**src/rtl/seg7_scan_driver.sv**
```systemverilog
// Seven-segment scan driver: keeps a history of distinct segment patterns and
// time-multiplexes it onto shared segment lines with per-slot blanking.
module seg7_scan_driver #(
    parameter int DIGITS   = 4,
    parameter int SCAN_DIV = 1024,
    parameter int BLANK    = 16
) (
    input  logic              wb_clk_i,
    input  logic              wb_rst_n_i,
    input  logic [6:0]        seg_in,
    input  logic              seg_valid_i,
    output logic [6:0]        seg_o,
    output logic [DIGITS-1:0] dig_en_o,
    output logic              frame_o
);
    localparam int PW = (SCAN_DIV > 1) ? $clog2(SCAN_DIV) : 1;
    localparam int IW = (DIGITS > 1) ? $clog2(DIGITS) : 1;
    localparam logic [PW-1:0] P_MAX   = PW'(SCAN_DIV - 1);
    localparam logic [PW-1:0] P_BLANK = PW'(BLANK);
    localparam logic [IW-1:0] I_MAX   = IW'(DIGITS - 1);

    logic [DIGITS-1:0][6:0] hist;
    logic [PW-1:0]          p;
    logic [IW-1:0]          idx;
    logic                   capture;
    logic                   blank;
    logic                   p_wrap;

    assign capture = seg_valid_i && (seg_in != hist[0]);
    assign blank   = (BLANK != 0) && (p < P_BLANK);
    assign p_wrap  = (p == P_MAX);

    // History shift: newest at index 0, duplicates of the newest are dropped
    always_ff @(posedge wb_clk_i or negedge wb_rst_n_i) begin
        if (!wb_rst_n_i) begin
            hist <= '1;
        end else if (capture) begin
            for (int k = 1; k < DIGITS; k++)
                hist[k] <= hist[k-1];
            hist[0] <= seg_in;
        end
    end

    always_ff @(posedge wb_clk_i or negedge wb_rst_n_i) begin
        if (!wb_rst_n_i) begin
            p   <= '0;
            idx <= '0;
        end else if (p_wrap) begin
            p   <= '0;
            idx <= (idx == I_MAX) ? '0 : idx + 1'b1;
        end else begin
            p <= p + 1'b1;
        end
    end

    // Outputs are registered from pre-edge scan state and history
    always_ff @(posedge wb_clk_i or negedge wb_rst_n_i) begin
        if (!wb_rst_n_i) begin
            seg_o    <= 7'b1111111;
            dig_en_o <= '0;
            frame_o  <= 1'b0;
        end else begin
            if (blank) begin
                seg_o    <= 7'b1111111;
                dig_en_o <= '0;
            end else begin
                seg_o    <= hist[idx];
                dig_en_o <= DIGITS'(1) << idx;
            end
            frame_o <= p_wrap && (idx == I_MAX);
        end
    end
endmodule

```
**config.mk**
```make
export PLATFORM = sky130hd
export DESIGN_NAME = seg7_scan_driver
export DESIGN_NICKNAME = d
export VERILOG_FILES = /design/src/rtl/seg7_scan_driver.sv
export SDC_FILE = /design/constraint.sdc
export NUM_CORES = 1
export LEC_CHECK = 0
export BUFFER_PORTS_ARGS = -buffer_cell sky130_fd_sc_hd__buf_2
export CORE_UTILIZATION = 60
export CTS_BUF_LIST = sky130_fd_sc_hd__clkbuf_8 sky130_fd_sc_hd__clkbuf_16
export DETAILED_ROUTE_END_ITERATION = 16
export PLACE_DENSITY_LB_ADDON = 0.1
export SLEW_MARGIN = 20
export SYNTH_ARGS = -nofsm -noshare
export SYNTH_HDL_FRONTEND = slang
export SYNTH_SLANG_ARGS = --single-unit
export TNS_END_PERCENT = 5
```
**constraint.sdc**
```tcl
create_clock -name wb_clk_i -period 5 [get_ports wb_clk_i]
set_input_delay 0.75 -clock wb_clk_i [delete_from_list [all_inputs] [get_ports wb_clk_i]]
set_output_delay 0.75 -clock wb_clk_i [all_outputs]
set_load 0.01 [all_outputs]
```
Yosys cells after proc, flatten, opt, wreduce, memory -nomap -nowiden
Index checks and enable logic that the tools add are counted.

storage, ports and cells
  bits in registers = 52
  bits of input ports = 10

cells by class
  $add $sub $neg = 2
  $lt $le $gt $ge = 2
  equality and inequality tests = 3
  shift operators = 1
  muxes and demuxes = 6
  reductions and logical operators = 2

operators by type and width
  operator                                                                        number
  7-bit binary-select mux with 2-bit select                                       1
  7-bit two-way mux                                                               2
  10-bit by 1-bit adder with 10-bit output (second input constant)                1
  10-bit == test (second input constant)                                          1
  10-bit by 5-bit less-than comparator with 1-bit output (second input constant)  1
  10-bit two-way mux                                                              1
  7-bit inequality test                                                           1
  4-bit two-way mux                                                               1
  1-bit by 2-bit left shift with 4-bit output (first input constant)              1
  2-bit by 3-bit less-than comparator with 1-bit output (second input constant)   1
  2-bit by 1-bit adder with 2-bit output (second input constant)                  1
  2-bit == test (second input constant)                                           1
  1-bit logical AND                                                               2
  2-bit two-way mux                                                               1

Logic depth before layout (Yosys ltp)
  depth after elaboration = 3
  depth in mapped cells = 5

Worst setup path before layout
No wires, ideal clock.

  path kind = input -> register
  start point = input seg_in[6]
  end point = register hist[0] (netlist name)
  arrival time = 2.029 ns
  setup slack = 2.888 ns
  stages = 5
  cell sequence = xnor2_1 > nand4_2 > o31ai_4 > buf_6 > mux2_2

on the way
  cells in the longest elaborated chain, start to end = 2

ends and longest elaborated chain
  item                            line  text
  start: declaration              10    input logic [6:0] seg_in,
  7-bit inequality test           29    assign capture = seg_valid_i && (seg_in != hist[0]);
  1-bit logical AND               29
  end signal: indexed assignment  39    hist[k] <= hist[k-1];
  end: declaration                22    logic [DIGITS-1:0][6:0] hist;

Every way passes these cells.
A chain may end at the register's enable or synchronous reset.

Final worst setup path
  start point = input seg_in[6]
  end point = register hist[17] (netlist name)

Same word-level chain as after synthesis.

==> impl_metrics.tcl <==
set metrics [dict create \
    powerDensity_nw_per_um2 344.2 \
    ff2ff_path_depth 5 \
    clk_latency_ps 300 \
    dp_hpwl_um 2480 \
    route.vias.total 1295 \
    grt_pass1_vias 1435 \
    cts_max_path_buffers 2 \
    power_mw 0.8863 \
    port_buffers 21 \
    seqPwrFrac_pct 60.7 \
    gr-total-overflow 0 \
    synth_sequential_area_ratio_pct 57.70 \
    crit_fanout 16 \
    hp-class "input port to asynchronous set/reset pin" \
    post_cts_buffers 0 \
    initial_core_util_pct 63.20 \
    r2r_setup_slack_ps 2650 \
    critPathArrivalTime_ps 2620 \
    synth_nets 174 \
    grt_max_degree 53 \
    timing.rr.start "hist[3]" \
    die_w_um 64.33 \
    fin_setup_tns_ps 0 \
    cap_violations 0 \
    cts_tree "built" \
    worstMarginPinSlew_ps 825.1 \
    switching_share_pct 23.19 \
    r2r-end "hist[17]" \
    drt_wl_total_um 3671 \
    antenna_left 0 \
    n_antenna_cell 0 \
    vdd_drop_max_mv 0.2691 \
    cts.sinks 52 \
    maxSlewViolCount 0 \
    syn2layout_area_growth_pct 10.47 \
    drive_above_1_share_pct 58.70 \
    fin_crit_ps 2387 \
    wl_per_cell_um 15.82 \
    crit_path_end_kind "flip-flop" \
    power.net_switching_mw 0.2055 \
    routed_via_density 5.582 \
    slew_headroom_pct 44.99 \
    synth_area_um2 2331 \
    finalSetupViolations 0 \
    criticalPathCategory "input port to flip-flop" \
    drt_iter0_drc 139 \
    rsz0062_at_grt "no" \
    fmax_mhz 419.0 \
    fillers 275 \
    drtPass1Iterations 4 \
    gp_congestion 0.7652 \
    required_ps 5240 \
    clk_pin_slew_ps 90 \
    syn_area_per_cell_um2 14.66 \
    grt_pass1_wl_um 6465 \
    core.rowCount 22 \
    multi_input_area_um2 938.4 \
    yosys_warnings 0 \
    cts_resized 0 \
    power_frac_comb_pct 12.2 \
    grtUsageTotal_pct 21.37 \
    dieArea_um2 4138 \
    intPower_mw 0.6808 \
    power_frac_clock_pct 27.1 \
    cts_buffers 5 \
    drc 0 \
    finalHoldViolCount 0 \
    antenna_found_initial 0 \
    fp.dieH_um 64.33 \
    layout.nets 198 \
    io-pin-count 22 \
    ys_types 28 \
    regArea_um2 1345 \
    core_um2 3689 \
    ys_ff_latch 52 \
    htree_levels 2 \
    fin_worst_skew_ps 5.884 \
    period_share_pct 47.73 \
    placedInstanceArea_um2 2467 \
    p_leak_nw 1.081 \
    synthCells 159 \
    holdBufCountCts 0 \
    finalInstanceArea_um2 2575 \
    start_kind "input port" \
    ctsRootBufferMaster "clkbuf_8" \
    status "completed" \
]
## worst max-delay path by stage
stage / from / endpoint / slack, ps / cells past startpoint
final: seg_in[6] / hist[17] / 2610 / 6
after global routing: seg_in[6] / hist[27] / 2460 / 6
after CTS: seg_in[6] / hist[16] / 2450 / 5
after detailed placement: seg_in[6] / hist[17] / 2110 / 5
after global placement: seg_in[6] / hist[1] / 2230 / 5
after floorplan: seg_in[6] / hist[0] / 2890 / 5
## registers in the layout (all words and copies together) (netlist names)
register,count
dig_en_o,4
hist,28
frame_o,1
p,10
seg_o,7
idx,2
## routing by layer
| layer | part of all wire (%) | up-vias | routed length (µm) | track usage, % |
|---|---|---|---|---|
| met5 | 0 | - | 0 | 0 |
| met4 | 1.4 | 0 | 53 | 9.444 |
| met3 | 3.3 | 6 | 121 | 6.250 |
| met2 | 55 | 21 | 2001 | 37.11 |
| met1 | 41 | 667 | 1495 | 24.19 |
| li1 | - | 601 | - | - |
## worst max-delay path: stages
cell and delay [ps]:
buf_2 110, xnor2_1 180, nand4_2 200, o31ai_4 780, buf_6 250, mux2_2 350
## stage by stage
| step | worst slack [ps] | util (%) | cells | hold slack [ps] |
|---|---|---|---|---|
| 3_5_place_dp | 2114 | 66.89 | 223 | 497.9 |
| 2_1_floorplan | 2888 | - | 159 | 453.1 |
| 3_3_place_gp | 2231 | 66.76 | 223 | 472.6 |
| 4_1_cts | 2451 | 69.44 | 231 | 512.1 |
| 5_1_grt | 2460 | 69.81 | 232 | 491.9 |
| 6_report | 2613 | 69.81 | 232 | 453.4 |
## cell families after synthesis
logic type,Yosys count,share of synthesized area (%)
AOI/OAI and AO/OA,6,2.308
xor gates and xnor gates,14,5.260
adders and majority gates,5,2.684
buffers and inverters,10,2.254
DFF,52,57.70
muxes,37,21.20
and+or+nand+nor,35,8.588
## area by class of cell
cell class	count	area share (%)
Clock inverter	2	0.4373
Inverter	5	0.7289
Tap cell	48	2.332
Clock buffer	6	3.207
Timing Repair Buffer	22	4.616
Multi-Input combinational cell	97	36.44
Sequential cell	52	52.24
## power by group through the flow
stage | logic, mW | registers, mW | clock network (mW)
final | 0.108 | 0.538 | 0.241
after detailed placement | 0.108 | 0.546 | 0
after CTS | 0.108 | 0.539 | 0.252
after floorplan | 0.0782 | 0.538 | 0
after global placement | 0.103 | 0.540 | 0
after global routing | 0.118 | 0.546 | 0.266
## synth_stat cells
master    number  area, µm²
a21oi_1        3      15.01
and2_1         1      6.260
and3_1         2      12.51
and4_1         1      8.760
buf_6          2      22.52
clkbuf_1       3      11.26
dfrtp_1       17      425.4
dfstp_2       35      919.6
ha_1           5      62.56
inv_1          5      18.77
mux2_1         2      22.52
mux2_2        27      304.0
mux2i_1        1      10.01
mux4_2         7      157.7
nand2_1        3      11.26
nand3_1        4      20.02
nand4_1        3      18.77
nand4_2        1      12.51
nor2_1         6      22.52
nor2b_1        5      31.28
nor3_1         1      5.000
o31a_1         1      8.760
o31ai_4        1      21.27
o32ai_1        1      8.760
or2_2          7      43.79
or4_1          1      7.510
xnor2_1        9      78.83
xor2_1         5      43.79
## layout by cell type (no fill, tap or decap), types with 6 or more instances in the layout
cell      instances
inv_1             6
nor2_1            6
dfstp_2          35
xnor2_1           9
mux2_2           27
or2_2             7
dfrtp_1          17
buf_2            20
mux4_2            7
clkbuf_8          6
Note: power is estimated with default switching activity, not from simulation.
